$ cat src/rtl/lcd_pkg.sv
// Shared constants, state encodings and ASCII tables for the LCD status driver.
package lcd_pkg;

  localparam logic [7:0] CMD_FUNC_SET = 8'h38;
  localparam logic [7:0] CMD_DISP_ON  = 8'h0C;
  localparam logic [7:0] CMD_CLEAR    = 8'h01;
  localparam logic [7:0] CMD_ENTRY    = 8'h06;
  localparam logic [7:0] CMD_ADDR_L1  = 8'h80;
  localparam logic [7:0] CMD_ADDR_L2  = 8'hC0;

  localparam int US_SETUP    = 1;
  localparam int US_PULSE    = 1;
  localparam int US_WAIT     = 50;
  localparam int US_WAIT_CLR = 2000;
  localparam int US_PWR      = 20000;

  typedef enum logic [2:0] {
    ST_PWR_WAIT, ST_INIT, ST_FRAME_START, ST_ADDR1, ST_LINE1, ST_ADDR2, ST_LINE2
  } lcd_state_t;

  typedef enum logic [2:0] {
    BW_IDLE, BW_SETUP, BW_PULSE, BW_WAIT, BW_DONE
  } bw_state_t;

  typedef enum logic [2:0] {
    MODE_FAST, MODE_SLW0, MODE_SLW1, MODE_REV, MODE_NORM
  } mode_t;

  localparam logic [31:0] NAME4_TBL [8] = '{
    "IDLE", "RECD", "RPAU", "PLAY", "PPAU", "----", "----", "----"
  };

  localparam logic [31:0] MODE4_TBL [5] = '{
    "FAST", "SLW0", "SLW1", "REV ", "NORM"
  };

  function automatic mode_t mode_sel(input logic fast, input logic slow_0,
                                     input logic slow_1, input logic reverse);
    if (fast)         return MODE_FAST;
    else if (slow_0)  return MODE_SLW0;
    else if (slow_1)  return MODE_SLW1;
    else if (reverse) return MODE_REV;
    else              return MODE_NORM;
  endfunction

endpackage

$ cat src/rtl/lcd_byte_writer.sv
// Writes one byte onto the HD44780 bus: SETUP, EN pulse, then holds DATA/RS through the
// command execution wait. start is honoured only in IDLE; done pulses after WAIT.
//   state    | meaning
//   BW_IDLE  | ready for start
//   BW_SETUP | DATA/RS driven, EN low
//   BW_PULSE | EN high
//   BW_WAIT  | EN low, DATA/RS held (long wait after clear)
//   BW_DONE  | one-cycle done pulse
module lcd_byte_writer
  import lcd_pkg::*;
#(
  parameter int CYC_US = 1
) (
  input  logic       clk_sys,
  input  logic       rst,
  input  logic       start,
  input  logic [7:0] data,
  input  logic       rs,
  input  logic       long_wait,
  output logic       ready,
  output logic       done,
  output logic [7:0] lcd_data,
  output logic       lcd_rs,
  output logic       lcd_en
);

  localparam int N_SETUP    = US_SETUP * CYC_US;
  localparam int N_PULSE    = US_PULSE * CYC_US;
  localparam int N_WAIT     = US_WAIT * CYC_US;
  localparam int N_WAIT_CLR = US_WAIT_CLR * CYC_US;
  localparam int CW         = $clog2(N_WAIT_CLR + 1);

  bw_state_t     state, state_n;
  logic [CW-1:0] cnt, cnt_n;
  logic [7:0]    data_q, data_n;
  logic          rs_q, rs_n, long_q, long_n;

  always_ff @(posedge clk_sys) begin
    if (rst) begin
      state  <= BW_IDLE;
      cnt    <= '0;
      data_q <= '0;
      rs_q   <= 1'b0;
      long_q <= 1'b0;
    end else begin
      state  <= state_n;
      cnt    <= cnt_n;
      data_q <= data_n;
      rs_q   <= rs_n;
      long_q <= long_n;
    end
  end

  always_comb begin
    state_n = state;
    cnt_n   = cnt;
    data_n  = data_q;
    rs_n    = rs_q;
    long_n  = long_q;
    case (state)
      BW_IDLE: begin
        // The bus only ever changes here, on the way into SETUP.
        if (start) begin
          state_n = BW_SETUP;
          cnt_n   = CW'(N_SETUP - 1);
          data_n  = data;
          rs_n    = rs;
          long_n  = long_wait;
        end
      end
      BW_SETUP: begin
        if (cnt == '0) begin
          state_n = BW_PULSE;
          cnt_n   = CW'(N_PULSE - 1);
        end else begin
          cnt_n = cnt - CW'(1);
        end
      end
      BW_PULSE: begin
        if (cnt == '0) begin
          state_n = BW_WAIT;
          cnt_n   = long_q ? CW'(N_WAIT_CLR - 1) : CW'(N_WAIT - 1);
        end else begin
          cnt_n = cnt - CW'(1);
        end
      end
      BW_WAIT: begin
        if (cnt == '0) state_n = BW_DONE;
        else           cnt_n   = cnt - CW'(1);
      end
      BW_DONE: state_n = BW_IDLE;
      default: state_n = BW_IDLE;
    endcase
  end

  assign ready    = (state == BW_IDLE);
  assign done     = (state == BW_DONE);
  assign lcd_en   = (state == BW_PULSE);
  assign lcd_data = data_q;
  assign lcd_rs   = rs_q;

endmodule

$ cat src/rtl/lcd_status_driver.sv
// Renders recorder status onto a 16x2 HD44780 panel: power-on wait, init, then an endless
// refresh of two lines built from a per-frame input snapshot.
//   state          | meaning
//   ST_PWR_WAIT    | panel power-on delay
//   ST_INIT        | function set, display on, clear, entry mode
//   ST_FRAME_START | snapshot status inputs
//   ST_ADDR1       | DDRAM address line 1
//   ST_LINE1       | 16 chars of line 1
//   ST_ADDR2       | DDRAM address line 2
//   ST_LINE2       | 16 chars of line 2
module lcd_status_driver
  import lcd_pkg::*;
#(
  parameter int CLK_HZ = 12000000
) (
  input  logic       i_clk,
  input  logic       i_rst,
  input  logic [2:0] i_state,
  input  logic [5:0] i_time,
  input  logic [2:0] i_speed,
  input  logic       i_fast,
  input  logic       i_slow_0,
  input  logic       i_slow_1,
  input  logic       i_reverse,
  output logic [7:0] o_LCD_DATA,
  output logic       o_LCD_EN,
  output logic       o_LCD_RS,
  output logic       o_LCD_RW,
  output logic       o_LCD_ON,
  output logic       o_LCD_BLON,
  output logic       o_init_done
);

  localparam int CYC_US = CLK_HZ / 1000000;
  localparam int N_PWR  = US_PWR * CYC_US;
  localparam int PW     = $clog2(N_PWR);

  lcd_state_t    state, state_n;
  logic [PW-1:0] pwr_cnt, pwr_n;
  logic [3:0]    idx, idx_n;
  logic          pending, pend_n;
  logic          init_done_q, done_n;

  logic [2:0]    snap_state;
  logic [5:0]    snap_time;
  logic [2:0]    snap_speed;
  mode_t         snap_mode;

  logic          wr_start, wr_ready, wr_done, wr_rs, wr_long;
  logic [7:0]    wr_data;
  logic [5:0]    tens, ones;
  logic [127:0]  line1, line2;

  always_ff @(posedge i_clk) begin
    if (i_rst) begin
      state       <= ST_PWR_WAIT;
      pwr_cnt     <= '0;
      idx         <= '0;
      pending     <= 1'b0;
      init_done_q <= 1'b0;
      snap_state  <= '0;
      snap_time   <= '0;
      snap_speed  <= '0;
      snap_mode   <= MODE_NORM;
    end else begin
      state       <= state_n;
      pwr_cnt     <= pwr_n;
      idx         <= idx_n;
      pending     <= pend_n;
      init_done_q <= done_n;
      if (state == ST_FRAME_START) begin
        snap_state <= i_state;
        snap_time  <= i_time;
        snap_speed <= i_speed;
        snap_mode  <= mode_sel(i_fast, i_slow_0, i_slow_1, i_reverse);
      end
    end
  end

  always_comb begin
    state_n  = state;
    pwr_n    = pwr_cnt;
    idx_n    = idx;
    pend_n   = pending;
    done_n   = init_done_q;
    wr_start = 1'b0;
    case (state)
      ST_PWR_WAIT: begin
        if (pwr_cnt == PW'(N_PWR - 1)) begin
          state_n = ST_INIT;
          pwr_n   = '0;
        end else begin
          pwr_n = pwr_cnt + PW'(1);
        end
      end
      ST_FRAME_START: state_n = ST_ADDR1;
      default: begin
        // One byte in flight at a time; advance only when the writer reports done.
        if (!pending) begin
          wr_start = wr_ready;
          pend_n   = wr_ready;
        end else if (wr_done) begin
          pend_n = 1'b0;
          case (state)
            ST_INIT: begin
              if (idx == 4'd3) begin
                state_n = ST_FRAME_START;
                idx_n   = '0;
                done_n  = 1'b1;
              end else begin
                idx_n = idx + 4'd1;
              end
            end
            ST_ADDR1: state_n = ST_LINE1;
            ST_LINE1: begin
              if (idx == 4'd15) begin
                state_n = ST_ADDR2;
                idx_n   = '0;
              end else begin
                idx_n = idx + 4'd1;
              end
            end
            ST_ADDR2: state_n = ST_LINE2;
            ST_LINE2: begin
              if (idx == 4'd15) begin
                state_n = ST_FRAME_START;
                idx_n   = '0;
              end else begin
                idx_n = idx + 4'd1;
              end
            end
            default: ;
          endcase
        end
      end
    endcase
  end

  assign tens  = snap_time / 6'd10;
  assign ones  = snap_time % 6'd10;
  assign line1 = {"ST:", NAME4_TBL[snap_state], " T:",
                  8'h30 + {2'b00, tens}, 8'h30 + {2'b00, ones}, "s   "};
  assign line2 = {"SPD:", 8'h31 + {5'b00000, snap_speed}, " MODE:",
                  MODE4_TBL[snap_mode], " "};

  always_comb begin
    wr_data = CMD_ADDR_L1;
    wr_rs   = 1'b0;
    case (state)
      ST_INIT: begin
        case (idx[1:0])
          2'd0:    wr_data = CMD_FUNC_SET;
          2'd1:    wr_data = CMD_DISP_ON;
          2'd2:    wr_data = CMD_CLEAR;
          default: wr_data = CMD_ENTRY;
        endcase
      end
      ST_ADDR1: wr_data = CMD_ADDR_L1;
      ST_LINE1: begin
        wr_data = line1[{~idx, 3'b000} +: 8];
        wr_rs   = 1'b1;
      end
      ST_ADDR2: wr_data = CMD_ADDR_L2;
      ST_LINE2: begin
        wr_data = line2[{~idx, 3'b000} +: 8];
        wr_rs   = 1'b1;
      end
      default: ;
    endcase
  end

  assign wr_long = (wr_data == CMD_CLEAR) && !wr_rs;

  lcd_byte_writer #(
    .CYC_US(CYC_US)
  ) u_writer (
    .clk_sys  (i_clk),
    .rst      (i_rst),
    .start    (wr_start),
    .data     (wr_data),
    .rs       (wr_rs),
    .long_wait(wr_long),
    .ready    (wr_ready),
    .done     (wr_done),
    .lcd_data (o_LCD_DATA),
    .lcd_rs   (o_LCD_RS),
    .lcd_en   (o_LCD_EN)
  );

  assign o_LCD_RW    = 1'b0;
  assign o_LCD_ON    = 1'b1;
  assign o_LCD_BLON  = 1'b1;
  assign o_init_done = init_done_q;

endmodule

$ cat config.mk
export PLATFORM = sky130hd
export DESIGN_NAME = lcd_status_driver
export DESIGN_NICKNAME = d
export VERILOG_FILES = /design/src/rtl/lcd_pkg.sv /design/src/rtl/lcd_byte_writer.sv /design/src/rtl/lcd_status_driver.sv
export SDC_FILE = /design/constraint.sdc
export NUM_CORES = 1
export LEC_CHECK = 0
export CAP_MARGIN = 20
export CORE_MARGIN = 10
export CORE_UTILIZATION = 60
export CTS_CLUSTER_DIAMETER = 200
export DETAILED_ROUTE_END_ITERATION = 10
export PLACE_DENSITY_LB_ADDON = 0.08
export SLEW_MARGIN = 15
export SYNTH_ARGS = -nofsm -noshare
export SYNTH_HDL_FRONTEND = slang
export SYNTH_SLANG_ARGS = --single-unit
$ cat constraint.sdc
create_clock -name i_clk -period 4.45 [get_ports i_clk]
set_clock_uncertainty 0.15 [all_clocks]
set_input_delay 0.445 -clock i_clk [delete_from_list [all_inputs] [get_ports i_clk]]
set_output_delay 0.445 -clock i_clk [all_outputs]
set_load 0.05 [all_outputs]
Word level (Yosys, flattened, before mapping):

Memory sizes are Yosys's and may differ from the RTL's.
Cells that the tools add are included.

* bitwise operators: 4
* div/mod/pow operators: 2
* multiplexer cells: 38
* shift operators: 2
* $add $sub $neg: 6
* $lt $le $gt $ge: 2
* equality and inequality tests: 25
* reductions and logical operators: 19

Operators by type and width (count)
* $shiftx 128x8->8: 2
* $mux 32: 4
* $mux 15: 5
* $pmux 15 s4: 1
* $mux 3: 14
* $pmux 8 s4: 1
* $add 18x1->18 const B: 1
* $eq 18x18->1 const B: 1
* $mux 18: 1
* $pmux 6 s3: 1
* $logic_not 15->1: 1
* $pmux 3 s5: 1
* $sub 15x1->15 const B: 1
* $add 6x6->7 const A: 2
* $eq 3x2->1 const B: 4
* $eq 3x3->1 const B: 4
* $ne 4x3->1 const B: 3
* $pmux 3 s4: 1
* $eq 8x1->1 const B: 1
* $ge 4x4->1 const B: 2
* $mux 4: 2
* $ne 2x1->1 const B: 4
* $not 3->4: 2
* $pmux 4 s2: 1
* other kinds (28): 38

* memories: 2
* output and inout port bits: 14
* word-level logic and storage cells: 114
* bits in read-only memories: 512
* register bits: 70
* input port bits: 18

Memory list
* (no name shown): words 8, bits a word 32, rd ports 1, clocked after Yosys merged registers in 0, write ports 0, RTL line lcd_status_driver.sv:144 `MODE4_TBL[snap_mode], " "};`
* (no name shown): words 8, bits a word 32, rd ports 1, clocked after Yosys merged registers in 0, write ports 0, RTL line lcd_status_driver.sv:141 `assign line1 = {"ST:", NAME4_TBL[snap_state], " T:",`

Logic depth before layout (Yosys ltp):

Gate-level depths: netlist of run 1.

* word-level depth: 8
* depth in mapped cells: 14
* depth with buffers taken out: 12

Hierarchy:

Synthesis of run 1 repeated with hierarchy kept, for this count alone.

* cell total of the unflattened synthesis: 630
* area, all modules: 4753.3 µm²

Modules (own cells, without submodules)
* lcd_status_driver: area an instance 3281.9 µm², seq. area each 840.8 µm², cells each 455, times used 1
* lcd_byte_writer: area an instance 1471.4 µm², seq. area each 560.5 µm², cells each 175, times used 1

Worst setup path before layout of run 1:

No wires, ideal clock.

* path kind: reg-to-reg
* start: reg snap_time[4]
* end: reg u_writer.data_q[5] (netlist: u_writer.lcd_data[5])
* cell stages (with the launch flop): 14
* arrival: 2.964 ns
* required time: 4.214 ns
* buffers on the path: 2
* path slack: 1.251 ns
* library setup time: 0.086 ns
* clock period less this slack: 3.199 ns
* cell sequence: dfxtp_1 -> clkbuf_1 -> clkbuf_1 -> inv_1 -> ha_1 -> nor2b_1 -> o21ai_0 -> a31oi_1 -> o41ai_1 -> ha_1 -> nor2_1 -> o21ai_0 -> a311o_1 -> a211oi_1

* word-level cells in the longest chain between the ends: 4
* elaborated cells on any way between the ends: 6
* those cells by class: 2 x add/sub; 2 x div; 1 x shift; 1 x mux

Ends and longest elaborated chain
* start, declared: RTL line lcd_status_driver.sv:45 `logic [5:0] snap_time;`
* start signal, assigned: RTL line lcd_status_driver.sv:73 `snap_time <= i_time;`
* $mod 6x4->6 or $div 6x4->6 (tied branches): RTL line lcd_status_driver.sv:140, lcd_status_driver.sv:139
* $add 6x6->7: RTL line lcd_status_driver.sv:142 `8'h30 + {2'b00, tens}, 8'h30 + {2'b00, ones}, "s "};`
* $shiftx 128x8->8 (*): RTL line lcd_status_driver.sv:160 `wr_data = line1[{~idx, 3'b000} +: 8];`
* $pmux 8 s4 (*): RTL line lcd_status_driver.sv:149 `case (state)`
* end signal, assigned: RTL line lcd_byte_writer.sv:48 `data_q <= data_n;`
* end, declared: RTL line lcd_byte_writer.sv:35 `logic [7:0] data_q, data_n;`

Every way passes the cells marked *; elsewhere a longest branch is shown, timed or not.
A chain may end at the register's enable or synchronous reset.

Worst setup path after layout of run 1:

Ends and elaborated chain as after synthesis.

==> reports/qor.json, run 1 <==
{
  "clk_path_buf_depth": 2,
  "flow.area_growth_from_synthesis_pct": 9.824,
  "final_design_area_no_fill_mm2": 0.005161,
  "rsz_0062_raised_after_global_routing": "false",
  "fin_nets": 680,
  "power.net_switching_w": 0.001045,
  "grt_first_pass_wirelength_um": 20120,
  "finalCriticalPeriod_ns": 3.613,
  "detailedRoute.firstIterationViolations": 330,
  "fp.dieArea_mm2": 0.01177,
  "grt_remaining_overflow": 0,
  "power.sequential.fraction": 0.343,
  "worstMarginPinSlew_ns": 0.8411,
  "gpl.final_weighted_congestion": 0.9224,
  "cts.root.buffer_cell": "sky130_fd_sc_hd__clkbuf_8",
  "drt_first_pass_iters": 5,
  "slew_viol_final": 0,
  "cp-end-kind": "flip-flop",
  "die-width_um": 108.5,
  "switching_share": 0.4251,
  "async_reset_ff_frac": 0,
  "synth_unique_cells": 70,
  "hold_violations": 0,
  "synthesis.area_per_instance_um2": 7.343,
  "dp_hpwl_um": 8542,
  "internal_power_summed_over_all_cells_w": 0.001414,
  "cp_data_required_time_ns": 4.57,
  "clk_transition_reported_paths_ns": 0.08,
  "cts_resized": 0,
  "worst-path-max-fanout": 17,
  "ir_drop_v": 0.0004836,
  "io_pins": 32,
  "worstSetupStartpointType": "flip-flop",
  "vias": 4661,
  "cts.sinks": 70,
  "cts-htree-levels": 3,
  "power_density_mw_per_mm2": 476.4,
  "number_of_antenna_violations_at_the_first_check_in_global_routing": 0,
  "drtAntennaViolNets": 0,
  "ys.warnings.count": 0,
  "post_cts_setup_repair_buffer_count": 0,
  "whs_path_depth": 2,
  "floorplan.die.height_um": 108.5,
  "timing.max_cap.violations": 0,
  "io_buffer_count": 28,
  "cts_inserted_buffers": 9,
  "fillCellCount": 693,
  "power_leakage_nw": 1.814,
  "pwr-share-clk": 0.212,
  "timing.final.setup_violations": 0,
  "insertion_delay_ns": 0.34,
  "fp.coreArea_mm2": 0.007687,
  "grt_start_max_net_pins": 38,
  "worst-setup-path-type": "reg2reg",
  "most-common-layout-cells": "89 x sky130_fd_sc_hd__nor2_1, 70 x sky130_fd_sc_hd__dfxtp_1, 64 x sky130_fd_sc_hd__nand2_1",
  "initial_core_util": 0.6113,
  "synth-edff-count": 0,
  "avgRoutedWirePerCell_um": 16.06,
  "placementRows": 32,
  "antenna_cells_inserted": 0,
  "syn_inst": 640,
  "finalSetupTns_ns": 0,
  "postCtsHoldBufs": 0,
  "final_layout_size_suffix_gt1_frac": 0.05263,
  "cts_tree": "done",
  "placement.cell_area_mm2": 0.004964,
  "routed_wl_um": 12010,
  "ys_seq_elements": 70,
  "drt-vias-per-instance": 6.231,
  "hp-class": "reg2reg",
  "slew_headroom": 0.4316,
  "grt_pass1_vias": 4102,
  "period_share": 0.8119,
  "mapped_area_mm2": 0.004700,
  "mostFrequentLayoutCell": "sky130_fd_sc_hd__nor2_1",
  "yosys_most_used_dff": "sky130_fd_sc_hd__dfxtp_1",
  "synth-seq-area-share": 0.2982,
  "maxClockFrequency_mhz": 276.8,
  "p_comb_frac": 0.446,
  "r2r_cells": 11,
  "worst-endpoint-arrival_ns": 3.73,
  "route.detailed.drc": 0,
  "run_status": "finished, final reports clean",
  "grtUsageTotal": 0.2058
}
-- through the flow --
step           instances  hold WS, ns  power (W)  setup WS [ns]    util
3_5_place_dp         733       0.2947   0.001931         0.9540  0.6457
3_3_place_gp         732       0.2776   0.001911          1.085  0.6450
6_report             748       0.3101   0.002459         0.8372  0.6714
5_1_grt              748       0.3338   0.002648         0.5567  0.6714
2_1_floorplan        642       0.2677   0.001740          1.251       -
4_1_cts              748       0.3137   0.002455         0.9383  0.6714
-- layout make-up --
cell class	count	area, um2	area share
tap	102	127.6	0.02473
multi-input combinational	508	3042	0.5893
sequential	70	1401	0.2715
clock buffer	10	137.6	0.02667
timing repair buffer	35	325.3	0.06303
clock inverter	5	60.06	0.01164
inverter	18	67.56	0.01309
-- path summary, 6_finish.rpt --
check,slack (ns),startpoint,endpoint
max,0.84,snap_time[4]$_SDFFE_PP0P_,u_writer.lcd_data[5]$_SDFFE_PP0P_
min reg2reg,0.31,u_writer.lcd_rs$_SDFFE_PP0P_,u_writer.lcd_rs$_SDFFE_PP0P_
max reg2reg,0.84,snap_time[4]$_SDFFE_PP0P_,u_writer.lcd_data[5]$_SDFFE_PP0P_
min,0.31,u_writer.lcd_rs$_SDFFE_PP0P_,u_writer.lcd_rs$_SDFFE_PP0P_
-- logic make-up (layout without fill, tap and decap cells) --
group / Yosys count / in the layout / synth area share
buffers and inverters: 64 / 68 / 0.05618
xor gates and xnor gates: 21 / 21 / 0.03914
muxes: 6 / 6 / 0.01358
adders and majority gates: 20 / 20 / 0.05325
and+or+nand+nor: 275 / 275 / 0.2865
other: 2 / 4 / 0.001598
AOI/OAI and AO/OA: 182 / 182 / 0.2516
DFF: 70 / 70 / 0.2982
-- registers in the layout, indices dropped and copies added, names as in the netlist, 4 cells and up, named ones only --
register,count
idx,4
pwr_cnt,18
u_writer.lcd_data,8
u_writer.cnt,15
snap_time,6
-- Yosys cell counts (4+ instances only) --
cell | count | share of area
sky130_fd_sc_hd__nand3_1 | 19 | 0.020
sky130_fd_sc_hd__nor3_1 | 21 | 0.022
sky130_fd_sc_hd__o21a_1 | 5 | 0.0080
sky130_fd_sc_hd__ha_1 | 20 | 0.053
sky130_fd_sc_hd__xnor2_1 | 7 | 0.013
sky130_fd_sc_hd__nor2b_1 | 10 | 0.013
sky130_fd_sc_hd__or4_1 | 4 | 0.0064
sky130_fd_sc_hd__a31oi_1 | 9 | 0.012
sky130_fd_sc_hd__a211oi_1 | 9 | 0.014
sky130_fd_sc_hd__a2111oi_0 | 5 | 0.0093
sky130_fd_sc_hd__nor2_1 | 89 | 0.071
sky130_fd_sc_hd__o31ai_1 | 6 | 0.0096
sky130_fd_sc_hd__a21oi_1 | 58 | 0.062
sky130_fd_sc_hd__inv_1 | 16 | 0.013
sky130_fd_sc_hd__o41ai_1 | 4 | 0.0075
sky130_fd_sc_hd__clkbuf_1 | 39 | 0.031
sky130_fd_sc_hd__or3_1 | 7 | 0.0093
sky130_fd_sc_hd__buf_4 | 4 | 0.0064
sky130_fd_sc_hd__o22ai_1 | 7 | 0.0093
sky130_fd_sc_hd__nand4_1 | 6 | 0.0080
sky130_fd_sc_hd__o21ai_0 | 34 | 0.036
sky130_fd_sc_hd__and3_1 | 8 | 0.011
sky130_fd_sc_hd__nand2_1 | 64 | 0.051
sky130_fd_sc_hd__a22o_1 | 5 | 0.0093
sky130_fd_sc_hd__dfxtp_1 | 70 | 0.30
sky130_fd_sc_hd__and2_1 | 5 | 0.0067
sky130_fd_sc_hd__nor4_1 | 8 | 0.011
sky130_fd_sc_hd__nor3b_1 | 4 | 0.0064
sky130_fd_sc_hd__nand2b_1 | 10 | 0.013
sky130_fd_sc_hd__xor2_1 | 14 | 0.026
sky130_fd_sc_hd__a21o_1 | 4 | 0.0064
-- power groups by stage --
stage / registers, W / logic, W / clock network, W
after floorplan: 0.000819 / 0.000921 / 0
after detailed placement: 0.000852 / 0.00108 / 0
after global placement: 0.000848 / 0.00106 / 0
after CTS: 0.000838 / 0.00109 / 0.000530
after global routing: 0.000861 / 0.00123 / 0.000555
final: 0.000842 / 0.00110 / 0.000521
-- critical path, stage by stage (launching register included) --
cell,delay [ns]
sky130_fd_sc_hd__dfxtp_1,0.63
sky130_fd_sc_hd__inv_1,0.15
sky130_fd_sc_hd__ha_1,0.40
sky130_fd_sc_hd__nor2b_1,0.18
sky130_fd_sc_hd__o21ai_0,0.11
sky130_fd_sc_hd__a31oi_1,0.11
sky130_fd_sc_hd__o41ai_1,0.69
sky130_fd_sc_hd__ha_1,0.35
sky130_fd_sc_hd__nor2_1,0.09
sky130_fd_sc_hd__o21ai_0,0.09
sky130_fd_sc_hd__a311o_1,0.37
sky130_fd_sc_hd__a211oi_1,0.22
-- metal layers --
layer / global-route usage / wire length [um] / part of all wire
met4: 0.06403 / 190 / 0.016
met1: 0.2934 / 5749 / 0.48
met2: 0.3043 / 5307 / 0.44
met3: 0.03986 / 767 / 0.064
met5: 0 / 0 / 0
Note: power is estimated with default switching activity, not from simulation.
==> run 2: changes to the inputs <==
Clock period 4.45 ns to 3.4 ns, I/O delays scaled along.
==> run 2 against run 1 <==
- fmax rose by 21%
- utilization is 1.1 points higher
- via count up 2.3%
- cell count grew 1.9%
- critical path type unchanged
- sequential share of layout area shrank 0.45 points
- non-clock buffer count increased by 13
- critical endpoint unchanged
- largest cell class unchanged
- critical path depth is 2 lower
==> reports/qor.json, run 2 (synthesized netlist as in run 1, its figures left out) <==
{
  "run_status": "finished, final reports clean",
  "io_pins": {"value": 32, "change": "unchanged"},
  "drt-vias-per-instance": {"value": 6.259, "change": "+0.44%"},
  "cts_inserted_buffers": {"value": 9, "change": "unchanged"},
  "clk_path_buf_depth": {"value": 2, "change": "unchanged"},
  "mostFrequentLayoutCell": "sky130_fd_sc_hd__nor2_1",
  "slew_viol_final": {"value": 0, "change": "unchanged"},
  "floorplan.die.height": {"value": 108.5, "unit": "um", "change": "unchanged"},
  "detailedRoute.firstIterationViolations": {"value": 539, "change": "+63%"},
  "drt_first_pass_iters": {"value": 5, "change": "unchanged"},
  "fp.dieArea": {"value": 0.01177, "unit": "mm2", "change": "unchanged"},
  "io_buffer_count": {"value": 28, "change": "unchanged"},
  "worstMarginPinSlew": {"value": 0.7669, "unit": "ns", "change": "-0.07418 ns"},
  "finalSetupTns": {"value": 0, "unit": "ns", "change": "unchanged"},
  "postLayoutSetupSlackWorst": {"value": 0.4098, "unit": "ns", "change": "-0.4274 ns"},
  "insertion_delay": {"value": 0.34, "unit": "ns", "change": "about the same"},
  "worst-setup-path-type": "reg2reg",
  "number_of_antenna_violations_at_the_first_check_in_global_routing": {"value": 0, "change": "unchanged"},
  "worst-endpoint-arrival": {"value": 3.09, "unit": "ns", "change": "-0.64 ns"},
  "finalCoreUtilization": {"value": 0.6828, "change": "+0.01139"},
  "slew_headroom": {"value": 0.4848, "change": "+0.05317"},
  "hold_ws": {"value": 0.3029, "unit": "ns", "change": "-0.007171 ns"},
  "registers.top_by_ff_count": "pwr_cnt",
  "finalCriticalPeriod": {"value": 2.990, "unit": "ns", "change": "-0.6226 ns"},
  "routed_wl": {"value": 12150, "unit": "um", "change": "+1.1%"},
  "initial_core_util": {"value": 0.6113, "change": "unchanged"},
  "post_cts_setup_repair_buffer_count": {"value": 0, "change": "unchanged"},
  "vias": {"value": 4769, "change": "+2.3%"},
  "cts_tree": "done",
  "clk_transition_reported_paths": {"value": 0.08, "unit": "ns", "change": "about the same"},
  "gpl.final_weighted_congestion": {"value": 0.9630, "change": "+4.4%"},
  "grt_first_pass_wirelength": {"value": 20510, "unit": "um", "change": "+1.9%"},
  "final_layout_size_suffix_gt1_frac": {"value": 0.07273, "change": "+0.02010"},
  "hold_violations": {"value": 0, "change": "unchanged"},
  "timing.max_cap.violations": {"value": 0, "change": "unchanged"},
  "grtUsageTotal": {"value": 0.2081, "change": "+0.002237"},
  "worstSetupStartpointType": "flip-flop",
  "cts.root.buffer_cell": "sky130_fd_sc_hd__clkbuf_8",
  "hp-class": "reg2reg",
  "cts.sinks": {"value": 70, "change": "unchanged"},
  "timing.final.setup_violations": {"value": 0, "change": "unchanged"},
  "fin_nets": {"value": 693, "change": "+1.9%"},
  "grt_pass1_vias": {"value": 4274, "change": "+4.2%"},
  "final_design_area_no_fill": {"value": 0.005249, "unit": "mm2", "change": "+1.7%"},
  "avgRoutedWirePerCell": {"value": 15.95, "unit": "um", "change": "-0.72%"},
  "cp-end-kind": "flip-flop",
  "worst-path-max-fanout": {"value": 15, "change": "-2"},
  "cts-htree-levels": {"value": 3, "change": "unchanged"},
  "most-common-layout-cells": "89 x sky130_fd_sc_hd__nor2_1, 70 x sky130_fd_sc_hd__dfxtp_1, 64 x sky130_fd_sc_hd__nand2_1",
  "cts_resized": {"value": 0, "change": "unchanged"},
  "flow.area_growth_from_synthesis_pct": 11.69,
  "route.detailed.drc": {"value": 0, "change": "unchanged"},
  "ir_drop": {"value": 0.0006824, "unit": "V", "change": "+41%"},
  "maxClockFrequency": {"value": 334.4, "unit": "MHz", "change": "+21%"},
  "drtAntennaViolNets": {"value": 0, "change": "unchanged"},
  "power_leakage": {"value": 1.870, "unit": "nW", "change": "+3.1%"},
  "cp_data_required_time": {"value": 3.50, "unit": "ns", "change": "-1.07 ns"},
  "postCtsHoldBufs": {"value": 0, "change": "unchanged"},
  "dp_hpwl": {"value": 8702, "unit": "um", "change": "+1.9%"},
  "largest_reg_flops": {"value": 18, "change": "unchanged"},
  "antenna_cells_inserted": {"value": 0, "change": "unchanged"},
  "dp_slack": {"value": 0.4809, "unit": "ns", "change": "-0.4731 ns"},
  "period_share": {"value": 0.8795, "change": "+0.06761"},
  "placementRows": {"value": 32, "change": "unchanged"},
  "fp.coreArea": {"value": 0.007687, "unit": "mm2", "change": "unchanged"},
  "grt_start_max_net_pins": {"value": 36, "change": "-5.3%"},
  "grt_remaining_overflow": {"value": 0, "change": "unchanged"},
  "placement.cell_area": {"value": 0.005064, "unit": "mm2", "change": "+2.0%"},
  "rsz_0062_raised_after_global_routing": "false",
  "power_density": {"value": 621.7, "unit": "mW/mm2", "change": "+31%"},
  "die-width": {"value": 108.5, "unit": "um", "change": "unchanged"}
}
==> run 2: per-stage QoR <==
| stage | instances | total power (W) |
|---|---|---|
| global placement | 746 | 0.002583 |
| detailed placement | 746 | 0.002617 |
| floorplan | 642 | 0.002278 |
| finish | 762 | 0.003263 |
| CTS | 762 | 0.003261 |
| global route | 762 | 0.003533 |
==> run 2: final timing paths <==
kind                                     start                                 to  slack [ns]  cells past startpoint
setup / recovery     snap_time[2]$_SDFFE_PP0P_  u_writer.lcd_data[5]$_SDFFE_PP0P_        0.41                      9
hold / removal    u_writer.cnt[5]$_SDFFE_PP0P_       u_writer.cnt[5]$_SDFFE_PP0P_        0.30                      1
setup reg to reg     snap_time[2]$_SDFFE_PP0P_  u_writer.lcd_data[5]$_SDFFE_PP0P_        0.41                      9
hold reg to reg   u_writer.cnt[5]$_SDFFE_PP0P_       u_writer.cnt[5]$_SDFFE_PP0P_        0.30                      1
==> run 2: cell type report <==
cell class                      count  area (um2)
Multi-Input combinational cell    508        3042
Clock inverter                      7       61.31
Timing Repair Buffer               48       425.4
Clock buffer                        9       123.9
Sequential cell                    70        1401
Tap cell                          102       127.6
Inverter                           18       67.56
Fill cell                         657        2439
==> run 2: metal layers <==
metal / global-route usage / wire, um / vias up
li1: - / - / 2338
met1: 0.2993 / 5673 / 2192
met2: 0.3009 / 5188 / 221
met3: 0.04819 / 1182 / 18
met4: 0.06026 / 107 / 0
met5: 0 / 0 / -
==> run 2: where the power goes <==
group          internal [W]  switching [W]
Combinational      0.000621       0.000941
Sequential         0.000935       0.000129
Clock              0.000279       0.000358
==> run 2: critical path: stages (launching register included) <==
cell                       delay, ns
sky130_fd_sc_hd__dfxtp_1        0.62
sky130_fd_sc_hd__nor2b_1        0.22
sky130_fd_sc_hd__a211oi_1       0.27
sky130_fd_sc_hd__a31oi_1        0.07
sky130_fd_sc_hd__o41ai_1        0.48
sky130_fd_sc_hd__ha_1           0.31
sky130_fd_sc_hd__nor2_1         0.10
sky130_fd_sc_hd__o21ai_0        0.08
sky130_fd_sc_hd__a311o_1        0.37
sky130_fd_sc_hd__a211oi_1       0.24
==> run 3: changes to the inputs <==
--- a/config.mk
+++ b/config.mk
@@ -12,6 +12,8 @@
 export DETAILED_ROUTE_END_ITERATION = 10
 export PLACE_DENSITY_LB_ADDON = 0.08
+export SETUP_SLACK_MARGIN = 0.5
 export SLEW_MARGIN = 15
 export SYNTH_ARGS = -nofsm -noshare
 export SYNTH_HDL_FRONTEND = slang
+export SYNTH_HIERARCHICAL = 1
 export SYNTH_SLANG_ARGS = --single-unit
==> constraint.sdc (replaced) <==
create_clock -name i_clk -period 3.4 [get_ports i_clk]
set_clock_uncertainty 0.15 [all_clocks]
set_input_delay 0.68 -clock i_clk [delete_from_list [all_inputs] [get_ports i_clk]]
set_output_delay 0.68 -clock i_clk [all_outputs]
set_load 0.05 [all_outputs]
==> run 3 against run 2 <==
- design area grew 0.48%
- first-iteration DRC count decreased by 36%
- clock-buffer cell count unchanged
- sequential cell count stayed put
==> reports/qor.json, run 3 <==
{
  "fp.dieArea": {"value": 0.01188, "unit": "mm2", "change": "+0.93%"},
  "gpl.final_weighted_congestion": {"value": 0.9463, "change": "-1.7%"},
  "cts-htree-levels": {"value": 3, "change": "unchanged"},
  "slew_headroom": {"value": 0.4964, "change": "+0.01157"},
  "most-common-layout-cells": "90 x sky130_fd_sc_hd__nand2_1, 67 x sky130_fd_sc_hd__nor2_1, 67 x sky130_fd_sc_hd__dfxtp_1",
  "seq_cell_area": {"value": 0.001405, "unit": "mm2", "change": "+0.27%"},
  "run_status": "finished, final reports clean",
  "fillCellCount": {"value": 680, "change": "+3.5%"},
  "yosysMostFrequentCell": "sky130_fd_sc_hd__nand2_1",
  "yosys_most_used_dff": "sky130_fd_sc_hd__dfxtp_1",
  "die-width": {"value": 109.0, "unit": "um", "change": "+0.47%"},
  "async_reset_ff_frac": {"value": 0, "change": "unchanged"},
  "power_leakage": {"value": 1.842, "unit": "nW", "change": "-1.5%"},
  "dominant_cells_by_area_after_synthesis": "sky130_fd_sc_hd__dfxtp_1 29%, sky130_fd_sc_hd__nand2_1 7.1%, sky130_fd_sc_hd__a21oi_1 6.8%, sky130_fd_sc_hd__nor2_1 5.3%, sky130_fd_sc_hd__ha_1 5.0%",
  "multiInputGateArea": {"value": 0.003105, "unit": "mm2", "change": "+2.1%"},
  "worst-setup-path-type": "reg2reg",
  "route.detailed.drc": {"value": 0, "change": "unchanged"},
  "finalSetupTns": {"value": 0, "unit": "ns", "change": "unchanged"},
  "globalRouteMet2Util": {"value": 0.2905, "change": "-0.01037"},
  "timing.final.setup_violations": {"value": 0, "change": "unchanged"},
  "synthesis.area_per_instance": {"value": 7.545, "unit": "um2", "change": "+2.8%"},
  "placement.cell_area": {"value": 0.005037, "unit": "mm2", "change": "-0.52%"},
  "power": {"value": 0.002741, "unit": "W", "change": "-16%"},
  "antenna_cells_inserted": {"value": 0, "change": "unchanged"},
  "initial_core_util": {"value": 0.6151, "change": "+0.003795"},
  "gr-usage-met3": {"value": 0.03953, "change": "-0.008658"},
  "syn_inst": {"value": 630, "change": "-1.6%"},
  "fp.coreArea": {"value": 0.007727, "unit": "mm2", "change": "+0.52%"},
  "routed_wl": {"value": 11940, "unit": "um", "change": "-1.7%"},
  "registers.top_by_ff_count": "pwr_cnt",
  "placementRows": {"value": 32, "change": "unchanged"},
  "grtUsageTotal": {"value": 0.1968, "change": "-0.01132"},
  "worst-path-max-fanout": {"value": 7, "change": "-8"},
  "detailedRoute.firstIterationViolations": {"value": 347, "change": "-36%"},
  "period_share": {"value": 0.8220, "change": "-0.05744"},
  "clk_transition_reported_paths": {"value": 0.08, "unit": "ns", "change": "about the same"},
  "synth_unique_cells": {"value": 80, "change": "+14%"},
  "floorplan.die.height": {"value": 109.0, "unit": "um", "change": "+0.47%"},
  "synth.cells.most_frequent": "90 x sky130_fd_sc_hd__nand2_1, 70 x sky130_fd_sc_hd__dfxtp_1, 67 x sky130_fd_sc_hd__nor2_1",
  "hold_violations": {"value": 0, "change": "unchanged"},
  "avgRoutedWirePerCell": {"value": 15.90, "unit": "um", "change": "-0.30%"},
  "grt_start_max_net_pins": {"value": 51, "change": "+42%"},
  "power_density": {"value": 519.8, "unit": "mW/mm2", "change": "-16%"},
  "grt_pass1_vias": {"value": 3956, "change": "-7.4%"},
  "drtAntennaViolNets": {"value": 0, "change": "unchanged"},
  "synth-seq-area-share": {"value": 0.2948, "change": "-0.003375"},
  "cts.sinks": {"value": 70, "change": "unchanged"},
  "finalCriticalPeriod": {"value": 2.795, "unit": "ns", "change": "-0.1953 ns"},
  "rsz_0062_raised_after_global_routing": "false",
  "ir_drop": {"value": 0.0004099, "unit": "V", "change": "-40%"},
  "mapped_area": {"value": 0.004753, "unit": "mm2", "change": "+1.1%"},
  "synth-edff-count": {"value": 0, "change": "unchanged"},
  "final_layout_size_suffix_gt1_frac": {"value": 0.09553, "change": "+0.02280"},
  "cts.root.buffer_cell": "sky130_fd_sc_hd__clkbuf_8",
  "met1_usage": {"value": 0.2860, "change": "-0.01333"},
  "hp-class": "reg2reg",
  "mostFrequentLayoutCell": "sky130_fd_sc_hd__nand2_1",
  "cp_data_required_time": {"value": 3.47, "unit": "ns", "change": "-0.03 ns"},
  "final_design_area_no_fill": {"value": 0.005274, "unit": "mm2", "change": "+0.48%"},
  "ys.warnings.count": {"value": 6, "change": "+6"},
  "slew_viol_final": {"value": 0, "change": "unchanged"},
  "postLayoutSetupSlackWorst": {"value": 0.6051, "unit": "ns", "change": "+0.1953 ns"},
  "cts_inserted_buffers": {"value": 9, "change": "unchanged"},
  "insertion_delay": {"value": 0.36, "unit": "ns", "change": "+0.02 ns"},
  "timing.max_cap.violations": {"value": 0, "change": "unchanged"},
  "post-synth-top-area-fraction": {"value": 0.2948, "change": "-0.003375"},
  "io_pins": {"value": 32, "change": "unchanged"},
  "grt_busiest_layer": "met2",
  "drt-vias-per-instance": {"value": 6.095, "change": "-2.6%"},
  "drt_first_pass_iters": {"value": 6, "change": "+1"},
  "most_area_hungry_cell_type_in_the_yosys_netlist": "sky130_fd_sc_hd__dfxtp_1",
  "clk_path_buf_depth": {"value": 2, "change": "unchanged"},
  "vias": {"value": 4577, "change": "-4.0%"},
  "cts_tree": "done",
  "worstMarginPinSlew": {"value": 0.7544, "unit": "ns", "change": "-0.01249 ns"},
  "grt_remaining_overflow": {"value": 0, "change": "unchanged"},
  "dp_hpwl": {"value": 8527, "unit": "um", "change": "-2.0%"},
  "dp_slack": {"value": 0.4302, "unit": "ns", "change": "-0.05071 ns"},
  "number_of_antenna_violations_at_the_first_check_in_global_routing": {"value": 0, "change": "unchanged"},
  "ys_seq_elements": {"value": 70, "change": "unchanged"},
  "fin_nets": {"value": 681, "change": "-1.7%"},
  "cp-end-kind": "flip-flop",
  "maxClockFrequency": {"value": 357.8, "unit": "MHz", "change": "+7.0%"},
  "grt_first_pass_wirelength": {"value": 19300, "unit": "um", "change": "-5.9%"},
  "worst-endpoint-arrival": {"value": 2.87, "unit": "ns", "change": "-0.22 ns"},
  "largest_reg_flops": {"value": 18, "change": "unchanged"},
  "flow.area_growth_from_synthesis_pct": 10.95,
  "io_buffer_count": {"value": 28, "change": "unchanged"},
  "worstSetupStartpointType": "flip-flop"
}
[run 3: changes by cell type after synthesis, sizes merged, moves of 6 or more]
cell    change
buf        +14
a21oi       +6
nand3      -11
clkbuf     -18
nand2      +26
nor2       -22
nor2b       -6
[run 3: worst paths after layout]
kind / start / endpoint / slack (ns) / depth (start not counted)
setup / recovery: snap_time[3]$_SDFFE_PP0P_ / u_writer/long_q$_SDFFE_PP0P_ / 0.61 / 11
hold / removal: u_writer/lcd_rs$_SDFFE_PP0P_ / u_writer/lcd_rs$_SDFFE_PP0P_ / 0.31 / 2
setup reg to reg: snap_time[3]$_SDFFE_PP0P_ / u_writer/long_q$_SDFFE_PP0P_ / 0.61 / 11
hold reg to reg: u_writer/lcd_rs$_SDFFE_PP0P_ / u_writer/lcd_rs$_SDFFE_PP0P_ / 0.31 / 2
[run 3: power breakdown]
| part | switching (W) | total (W) | internal [W] |
|---|---|---|---|
| registers | 0.000131 | 0.00103 | 0.000902 |
| clock network | 0.000369 | 0.000648 | 0.000279 |
| logic | 0.000672 | 0.00106 | 0.000389 |
| total | 0.00117 | 0.00274 | 0.00157 |
[run 3: routing by layer]
layer  wire, um  part of all wire
met1       5775              0.48
met2       5220              0.44
met3        856             0.072
met4         89            0.0075
met5          0                 0
[run 3: metrics by stage]
stage / hold WS (ns) / instances / utilization
finish: 0.3119 / 751 / 0.6825
CTS: 0.3144 / 748 / 0.6757
detailed placement: 0.3030 / 732 / 0.6519
global placement: 0.2929 / 732 / 0.6519
global route: 0.3295 / 751 / 0.6825
floorplan: 0.2866 / 632 / -
[run 3: cells by family after synthesis]
logic type | share of synthesized area
AOI/OAI and AO/OA | 0.2614
xor gates and xnor gates | 0.03501
adders and majority gates | 0.05001
buffers and inverters | 0.05896
DFF | 0.2948
muxes | 0.01106
other | 0.001580
and+or+nand+nor | 0.2872
[run 3: timing repair]
item,4_1_cts,5_1_grt
endpoints found under the hold margin,0,0
pin swaps,1,3
gates resized for setup,1,9
setup buffers,0,3
hold buffers,0,0
endpoints found under the setup margin,2,6
[run 3: worst max-delay path: stages, from the launching register on]
cell	delay [ns]
sky130_fd_sc_hd__dfxtp_1	0.39
sky130_fd_sc_hd__ha_4	0.24
sky130_fd_sc_hd__and2b_1	0.23
sky130_fd_sc_hd__o221ai_2	0.12
sky130_fd_sc_hd__a311oi_2	0.30
sky130_fd_sc_hd__buf_4	0.16
sky130_fd_sc_hd__o21bai_1	0.08
sky130_fd_sc_hd__a311o_1	0.37
sky130_fd_sc_hd__a221o_1	0.34
sky130_fd_sc_hd__nor3b_1	0.15
sky130_fd_sc_hd__nand2_1	0.08
sky130_fd_sc_hd__a21oi_1	0.06
[run 3: layout make-up]
| class | count | area share |
|---|---|---|
| Inverter | 17 | 0.01210 |
| Tap cell | 102 | 0.02420 |
| Clock inverter | 7 | 0.01163 |
| Timing Repair Buffer | 43 | 0.07331 |
| Multi-Input combinational cell | 503 | 0.5888 |
| Clock buffer | 9 | 0.02349 |
| Sequential cell | 70 | 0.2664 |
